--- src/rtl/cpu_pkg.sv ---
// Shared core definitions used by the data-memory bus bridge.
//   - WORD_W / BE_W   : data word and byte-enable widths
//   - LOAD_OP         : op[5:3] decode that the decoder turns into dre
//   - dmem_state_e    : bridge FSM states
//   - bus_req_t       : request fields held stable while valid is up
//   - bus_rsp_t       : response fields returned by the data bus
package cpu_pkg;

    localparam int unsigned WORD_W = 32;
    localparam int unsigned BE_W   = 4;

    localparam logic [2:0] LOAD_OP = 3'b010;

    typedef enum logic [1:0] {
        StIdle    = 2'd0,
        StReq     = 2'd1,
        StWaitRsp = 2'd2,
        StDone    = 2'd3
    } dmem_state_e;

    typedef struct packed {
        logic [WORD_W-1:0] addr;
        logic [BE_W-1:0]   we;
        logic [WORD_W-1:0] wdata;
    } bus_req_t;

    typedef struct packed {
        logic              valid;
        logic [WORD_W-1:0] rdata;
    } bus_rsp_t;

    // Decoder helper: true when op[5:3] selects a load.
    function automatic logic is_load(input logic [2:0] op);
        return op == LOAD_OP;
    endfunction

endpackage

--- src/rtl/dmem_timeout_ctr.sv ---
// Response timeout counter for the DMEM bus bridge.
//   clk_i     : core clock
//   rst_ni    : asynchronous active-low reset
//   clr_i     : restart the count (new access issued)
//   en_i      : count this cycle (access outstanding)
//   expired_o : the current cycle is the last one allowed before abort
module dmem_timeout_ctr #(
    parameter int unsigned TIMEOUT = 64,
    parameter int unsigned CNT_W   = 7
) (
    input  logic clk_i,
    input  logic rst_ni,
    input  logic clr_i,
    input  logic en_i,
    output logic expired_o
);

    localparam logic [CNT_W-1:0] LastCnt = CNT_W'(TIMEOUT - 1);
    localparam logic [CNT_W-1:0] SatCnt  = CNT_W'(TIMEOUT);

    logic [CNT_W-1:0] cnt_q, cnt_d;

    // Saturating at TIMEOUT: a handshake landing on the last REQ cycle can push
    // the count one past LastCnt, and expiry must still fire in WAIT_RSP.
    always_comb begin
        cnt_d = cnt_q;
        if (clr_i) begin
            cnt_d = '0;
        end else if (en_i && (cnt_q != SatCnt)) begin
            cnt_d = cnt_q + 1'b1;
        end
    end

    always_ff @(posedge clk_i or negedge rst_ni) begin
        if (!rst_ni) begin
            cnt_q <= '0;
        end else begin
            cnt_q <= cnt_d;
        end
    end

    assign expired_o = (cnt_q >= LastCnt);

endmodule

--- src/rtl/dmem_bus_bridge.sv ---
// Turns single-cycle DMEM accesses from the control unit into a valid/ready
// request plus response on the data bus, stalling the core until done.
//   clk, reset (async, active-low)
//   dre, dwe, daddr, dwdata : access from decoder/control (write wins over dre)
//   drdata                  : response word, valid in the DONE cycle
//   stall                   : hold PC and suppress register writes
//   bus_req_valid/ready, bus_addr, bus_we, bus_wdata : request channel
//   bus_rsp_valid, bus_rdata                         : response channel
//   err                     : sticky response-timeout flag
module dmem_bus_bridge
    import cpu_pkg::*;
#(
    parameter int unsigned TIMEOUT = 64,
    parameter int unsigned CNT_W   = 7
) (
    input  logic              clk,
    input  logic              reset,
    input  logic              dre,
    input  logic [BE_W-1:0]   dwe,
    input  logic [WORD_W-1:0] daddr,
    input  logic [WORD_W-1:0] dwdata,
    output logic [WORD_W-1:0] drdata,
    output logic              stall,
    output logic              bus_req_valid,
    input  logic              bus_req_ready,
    output logic [WORD_W-1:0] bus_addr,
    output logic [BE_W-1:0]   bus_we,
    output logic [WORD_W-1:0] bus_wdata,
    input  logic              bus_rsp_valid,
    input  logic [WORD_W-1:0] bus_rdata,
    output logic              err
);

    dmem_state_e       state_q, state_d;
    bus_req_t          req_q, req_d;
    logic [WORD_W-1:0] drdata_q, drdata_d;
    logic              err_q, err_d;

    logic is_write;
    logic access;
    logic ctr_clr;
    logic ctr_en;
    logic expired;

    assign is_write = |dwe;
    assign access   = dre | is_write;

    dmem_timeout_ctr #(
        .TIMEOUT (TIMEOUT),
        .CNT_W   (CNT_W)
    ) u_timeout_ctr (
        .clk_i     (clk),
        .rst_ni    (reset),
        .clr_i     (ctr_clr),
        .en_i      (ctr_en),
        .expired_o (expired)
    );

    always_comb begin
        state_d  = state_q;
        req_d    = req_q;
        drdata_d = drdata_q;
        err_d    = err_q;
        ctr_clr  = 1'b0;
        ctr_en   = 1'b0;

        unique case (state_q)
            StIdle: begin
                if (access) begin
                    req_d.addr  = {daddr[WORD_W-1:2], 2'b00};
                    req_d.we    = is_write ? dwe : '0;
                    req_d.wdata = dwdata;
                    ctr_clr     = 1'b1;
                    state_d     = StReq;
                end
            end
            StReq: begin
                ctr_en = 1'b1;
                // A response in REQ cannot belong to this request; ignore it.
                if (bus_req_ready) begin
                    state_d = StWaitRsp;
                end else if (expired) begin
                    drdata_d = '0;
                    err_d    = 1'b1;
                    state_d  = StDone;
                end
            end
            StWaitRsp: begin
                ctr_en = 1'b1;
                if (bus_rsp_valid) begin
                    drdata_d = bus_rdata;
                    state_d  = StDone;
                end else if (expired) begin
                    drdata_d = '0;
                    err_d    = 1'b1;
                    state_d  = StDone;
                end
            end
            StDone: begin
                // Core commits this cycle; new access is only sampled in IDLE.
                state_d = StIdle;
            end
            default: begin
                state_d = StIdle;
            end
        endcase
    end

    always_ff @(posedge clk or negedge reset) begin
        if (!reset) begin
            state_q  <= StIdle;
            req_q    <= '0;
            drdata_q <= '0;
            err_q    <= 1'b0;
        end else begin
            state_q  <= state_d;
            req_q    <= req_d;
            drdata_q <= drdata_d;
            err_q    <= err_d;
        end
    end

    // Valid follows the state register, so an async reset drops it at once.
    assign bus_req_valid = (state_q == StReq);
    assign bus_addr      = req_q.addr;
    assign bus_we        = req_q.we;
    assign bus_wdata     = req_q.wdata;
    assign drdata        = drdata_q;
    assign err           = err_q;

    assign stall = reset & (((state_q == StIdle) & access) |
                            (state_q == StReq) |
                            (state_q == StWaitRsp));

endmodule
--- config.mk ---
export PLATFORM = sky130hd
export DESIGN_NAME = dmem_bus_bridge
export DESIGN_NICKNAME = d
export VERILOG_FILES = /design/src/rtl/cpu_pkg.sv /design/src/rtl/dmem_timeout_ctr.sv /design/src/rtl/dmem_bus_bridge.sv
export SDC_FILE = /design/constraint.sdc
export NUM_CORES = 1
export LEC_CHECK = 0
export ABC_AREA = 0
export CAP_MARGIN = 0
export CORE_MARGIN = 5
export CORE_UTILIZATION = 44
export DETAILED_ROUTE_END_ITERATION = 16
export PLACE_DENSITY = 0.85
export SYNTH_ARGS = -nofsm -noshare
export SYNTH_HDL_FRONTEND = slang
export SYNTH_SLANG_ARGS = --single-unit
--- constraint.sdc ---
create_clock -name clk -period 5.18 [get_ports clk]
set_clock_uncertainty 0.2 [all_clocks]
set_input_delay 0.518 -clock clk [delete_from_list [all_inputs] [get_ports clk]]
set_output_delay 0.518 -clock clk [all_outputs]
set_load 0.01 [all_outputs]
==> flow_summary.toml, run 1 <==
[cts]
clk_pin_slew_worst_paths_ns = 0.10
post_cts_resize_count = 0
post_cts_buffers = 0
cts-root-buf = "clkbuf_8"
cts_made_buffers = 9
cts.sinks = 108
insertion_delay_ns = 0.36
htreeDepth = 3
cts_buffer_depth = 2
cts_tree = "yes"

[timing]
worst_pin_slew_ns = 0.901
max_slew_margin = 0.400
setup_violations = 0
post-route-min-period_ns = 3.13
max_freq_mhz = 320
layout_setup_ws_ns = 2.05
hold_viol_final = 0
slew_viol_final = 0
tns_ns = 0
timing.final.crit_share = 0.603
rsz0062_at_grt = "no"

[hold_path]
hold_path.class = "reg -> reg"

[detailed_routing]
dr.pass1.iters = 4
drc_errors = 0
drtIter0Drc = 263
wl_um = 12000
ant_nets = 0
wl_per_cell_um = 16.0
vias_per_cell = 4.92
num_vias = 3684

[worst_setup_path]
cp-end-kind = "primary output"
critPathKind = "in -> out"
cp-start-kind = "input pin"
worstPathRequired_ns = 4.46
critPathArrivalTime_ns = 2.41
crit_path_max_fanout = 51

[final_layout]
antennaDiodeCount = 0
nFillCells = 762
area_delta_synth_final_pct = 54.2
drive_gt1_frac = 0.0455
num-nets-final = 723

[synthesis]
avgSynthCellArea_um2 = 10.3
yosysWarnings = 0
syn-cell-area_um2 = 4270
synth-seq-area-share = 0.633
synth_area_leader_cell = "dfrtp_1"
synthTopCellsByCount = "nand2_1 (195), dfrtp_1 (108), a22o_1 (34), buf_2 (9), nor2_1 (9)"
synth_seq_cells = 108
synth.distinct_cells = 36
synth-async-reset-ratio = 1.00
synth_area_leaders = "dfrtp_1 (63%), nand2_1 (17%), a22o_1 (7.0%), ha_1 (1.8%), buf_2 (1.1%)"
synth_top_area_frac = 0.633
syn_inst = 415
synth_edf_count = 0
yosysMostFrequentCell = "nand2_1"
synthFlopType = "dfrtp_1"

[global_route]
grtUsageTotal = 0.202
grt_overflow = 0
grt_pass1_vias = 3765
grt_max_degree = 70
grt_antenna_before_repair = 0
grt_pass1_wl_um = 18600

[pwr]
peakVddDrop_v = 0.000350
p_leak_uw = 0.00315
p_per_area_nw_per_um2 = 604

[placement]
gp_congestion = 0.857
io_buffers = 203
dp_slack_ns = 2.25
dp.final_hpwl_um = 8680

[floorplan]
num_rows = 36
die_h_um = 109
die_width_um = 109
start_util = 0.443
pin_count = 208
die_area_um2 = 11800
core_area_um2 = 9640

[outcome]
status = "finished clean"

[flow_run]
drv_cap = 0
[cells in the final DEF (no fill, tap or decap), types with 2 or more instances in the layout]
cell / n
nand2_1: 195
clkbuf_8: 10
buf_4: 4
ha_1: 6
a22o_1: 34
clkinv_2: 3
xor2_1: 3
a21oi_1: 5
dfrtp_1: 108
clkdlybuf4s50_1: 202
o31ai_1: 2
nand3_1: 2
nor2_1: 9
nand4_1: 2
conb_1: 2
inv_1: 4
[per-stage QoR]
| step | total power, µW | util | cells | hold WS [ns] | area [µm²] |
|---|---|---|---|---|---|
| 4_1_cts | 4030 | 0.683 | 749 | 0.284 | 6580 |
| 2_1_floorplan | 2410 | - | 416 | 0.0224 | 4280 |
| 6_report | 3980 | 0.684 | 749 | 0.280 | 6590 |
| 3_3_place_gp | 3430 | 0.662 | 733 | 0.258 | 6380 |
| 3_5_place_dp | 3520 | 0.662 | 733 | 0.261 | 6380 |
| 5_1_grt | 4270 | 0.684 | 749 | 0.309 | 6590 |
[flip-flops by register name, summed over array words and instances, names as in the netlist]
signal	count
bus_addr	30
bus_wdata	32
bus_we	4
drdata	32
err	1
state_q	2
u_timeout_ctr.cnt_q	7
[cells by family (layout without fill, tap and decap cells)]
group,Yosys count,after routing,synth area share
other,1,2,0.000878
adders and majority gates,6,6,0.0176
xor gates and xnor gates,4,4,0.00820
DFF,108,108,0.633
muxes,1,1,0.00234
buffers and inverters,27,227,0.0343
AOI/OAI and AO/OA,52,52,0.106
and+or+nand+nor,216,216,0.198
[where the power goes]
group          internal (µW)  switching (µW)
combinational           1050             957
sequential              1250             228
clock                    232             269
[cell type report]
class | count | area [µm²] | share of cell area
Tap cell | 133 | 166 | 0.0253
Multi-Input combinational cell | 281 | 1450 | 0.220
Sequential cell | 108 | 2700 | 0.410
Clock buffer | 10 | 138 | 0.0209
Inverter | 5 | 18.8 | 0.00285
Clock inverter | 5 | 52.6 | 0.00798
Timing Repair Buffer | 207 | 2060 | 0.313
[critical path, cell delays in order]
cell and delay, ns:
dlygate4sd3_1 0.53, buf_4 0.55, a21boi_1 0.24, clkdlybuf4s50_1 0.55
[repair_timing]
action                     in CTS  in global routing
hold buffers                    1                  0
setup endpoints to repair       0                  0
hold endpoints to repair       38                  0
[routing by layer]
layer / routed length [µm] / vias to the layer above / GRT usage
li1: - / 1741 / -
met1: 4870 / 1760 / 0.245
met2: 5730 / 165 / 0.335
met3: 1150 / 18 / 0.0675
met4: 233 / 0 / 0.0766
met5: 0 / - / 0
[path summary, 6_finish.rpt]
check | start | to | slack, ns | depth (start not counted)
worst max-delay path | reset | stall | 2.05 | 4
worst min-delay path | bus_addr[6]$_DFFE_PN0P_ | bus_addr[6]$_DFFE_PN0P_ | 0.28 | 2
worst max register to register | state_q[0]$_DFFE_PN0P_ | drdata[16]$_DFFE_PN0P_ | 2.91 | 5
worst min register to register | bus_addr[6]$_DFFE_PN0P_ | bus_addr[6]$_DFFE_PN0P_ | 0.28 | 2
max in group asynchronous | reset | bus_addr[30]$_DFFE_PN0P_ | 3.04 | 3
min in group asynchronous | reset | drdata[10]$_DFFE_PN0P_ | 0.54 | 2
Power figures use the tool's default switching activity.
==> run 2: changes to the inputs <==
--- a/config.mk
+++ b/config.mk
@@ -8,9 +8,9 @@
 export ABC_AREA = 0
 export CAP_MARGIN = 0
 export CORE_MARGIN = 5
-export CORE_UTILIZATION = 44
+export CORE_UTILIZATION = 37
 export DETAILED_ROUTE_END_ITERATION = 16
-export PLACE_DENSITY = 0.85
+export PLACE_DENSITY = 0.76
 export SYNTH_ARGS = -nofsm -noshare
 export SYNTH_HDL_FRONTEND = slang
 export SYNTH_SLANG_ARGS = --single-unit
==> constraint.sdc (replaced) <==
create_clock -name clk -period 2.67 [get_ports clk]
set_clock_uncertainty 0.2 [all_clocks]
set_input_delay 0.267 -clock clk [delete_from_list [all_inputs] [get_ports clk]]
set_output_delay 0.267 -clock clk [all_outputs]
set_load 0.01 [all_outputs]
==> flow_summary.toml, run 2 (synthesis gave the netlist of run 1 again) <==
[final_layout]
drive_gt1_frac = 0.0516
layout.cells.most_common = "clkdlybuf4s50_1"
antennaDiodeCount = 0
most-common-layout-cells = "clkdlybuf4s50_1 (202), nand2_1 (195), dfrtp_1 (108)"
num-nets-final = 726
area_delta_synth_final_pct = 58.7
finalInstanceArea_um2 = 6780

[timing]
rsz0062_at_grt = "no"
post-route-min-period_ns = 2.54
max_slew_margin = 0.424
slew_viol_final = 0
hold_viol_final = 0
max_freq_mhz = 394
timing.final.crit_share = 0.951
worst_pin_slew_ns = 0.864
setup_violations = 0
tns_ns = 0

[global_route]
grt_busiest_layer = "met2"
grt_pass1_wl_um = 19500
grt_overflow = 0
grt_pass1_vias = 3920
grt_max_degree = 109
met2_usage = 0.276
gr-usage-met3 = 0.0645
grtUsageTotal = 0.170
met1_usage = 0.203
grt_antenna_before_repair = 0

[floorplan]
num_rows = 39
die_area_um2 = 13800
core_area_um2 = 11400
pin_count = 208
die_width_um = 117
start_util = 0.376
die_h_um = 117

[placement]
dp.final_hpwl_um = 8520
io_buffers = 203
gp_congestion = 0.818
placed_cell_area_um2 = 6430

[pwr]
p_seq_frac = 0.346
p_leak_uw = 0.00323
combPwrFrac = 0.477
p_per_area_nw_per_um2 = 1210
clockPowerShare = 0.177
power_switching_uw = 2830
intPower_uw = 5380
p_sw_frac = 0.344
peakVddDrop_v = 0.000631

[detailed_routing]
wl_um = 11700
wl_per_cell_um = 15.3
drc_errors = 0
ant_nets = 0
vias_per_cell = 4.79
dr.pass1.iters = 4
num_vias = 3657
drtIter0Drc = 231

[cts]
clk_pin_slew_worst_paths_ns = 0.07
cts_buffer_depth = 2
cts_tree = "yes"
htreeDepth = 3
cts_made_buffers = 9
cts.sinks = 108
cts-root-buf = "clkbuf_16"
insertion_delay_ns = 0.33

[flow_run]
drv_cap = 0

[worst_setup_path]
rr_worst_depth = 5
timing.rr.start = "state_q[0]$_DFFE_PN0P_"
critPathTopFamily = "buffers and inverters"
critPathKind = "reg -> out"
reg2reg_slack_ns = 0.44
cp-start-kind = "register"
worstPathRequired_ns = 2.20
slowest_delay_ns = 0.56
critPathBufInv = 2
critPathArrivalTime_ns = 2.07
critPathSlowestCell = "clkdlybuf4s50_1"
crit_path_max_fanout = 7
cp-end-kind = "primary output"
crit_chain = "inv_1 > ha_2 > a21bo_2 > a21boi_1 > clkdlybuf4s50_1"
r2r-end = "drdata[6]$_DFFE_PN0P_"
crit_cells = 5

[hold_path]
hold_path.class = "in -> reg"
whs_endpoint = "bus_addr[4]$_DFFE_PN0P_"
hp-start = "daddr[4]"
whs_path_depth = 3

[outcome]
status = "finished clean"
==> run 2: area by class of cell <==
class                           instances  area, µm²
Clock buffer                           13        270
Clock inverter                          3       67.6
Fill cell                             967       4590
Inverter                                5       18.8
Multi-Input combinational cell        281       1440
Sequential cell                       108       2700
Tap cell                              143        179
Timing Repair Buffer                  210       2100
==> run 2: timing repair <==
item,CTS,global route
hold buffers,1,0
resized for setup,0,1
setup buffers,0,0
hold endpoints to repair,108,0
setup endpoints to repair,0,1
==> run 2: per-stage QoR <==
| step | utilization | std cells | hold slack (ns) | worst slack (ns) | power, µW |
|---|---|---|---|---|---|
| 6_report | 0.596 | 763 | 0.253 | 0.132 | 8210 |
| 5_1_grt | 0.596 | 763 | 0.245 | 0.00149 | 8830 |
| 4_1_cts | 0.596 | 763 | 0.239 | 0.0280 | 8340 |
| 3_5_place_dp | 0.565 | 746 | 0.247 | 0.397 | 6830 |
| 3_3_place_gp | 0.565 | 746 | 0.244 | 0.441 | 6710 |
| 2_1_floorplan | - | 416 | -0.229 | 0.880 | 4670 |
==> run 2: tightest hold or removal path: cells and delay by family <==
family	cells	cell delay, ns
buffers and inverters	1	0.39
and+or+nand+nor	2	0.09
==> run 2: worst max-delay path by stage <==
stage                                 from                  endpoint  slack (ns)
floorplan           state_q[0]$_DFFE_PN0P_                     stall        0.88
global placement                    dwe[1]                     stall        0.44
detailed placement                  dwe[1]  bus_wdata[6]$_DFFE_PN0P_        0.40
CTS                 state_q[0]$_DFFE_PN0P_                     stall        0.03
global route        state_q[0]$_DFFE_PN0P_                     stall       0.001
finish              state_q[1]$_DFFE_PN0P_                     stall        0.13
==> run 2: power groups by stage <==
| stage | Clock (µW) | Sequential [µW] | Combinational [µW] |
|---|---|---|---|
| 2_1_floorplan | 0 | 3190 | 1480 |
| 3_3_place_gp | 0 | 2830 | 3880 |
| 3_5_place_dp | 0 | 2870 | 3960 |
| 4_1_cts | 1510 | 2840 | 3990 |
| 5_1_grt | 1560 | 2940 | 4330 |
| 6_report | 1460 | 2840 | 3910 |
==> run 2: layer usage <==
| layer | share of wire | up-vias |
|---|---|---|
| li1 | - | 1751 |
| met1 | 0.41 | 1737 |
| met2 | 0.48 | 150 |
| met3 | 0.094 | 19 |
| met4 | 0.022 | 0 |
| met5 | 0 | - |
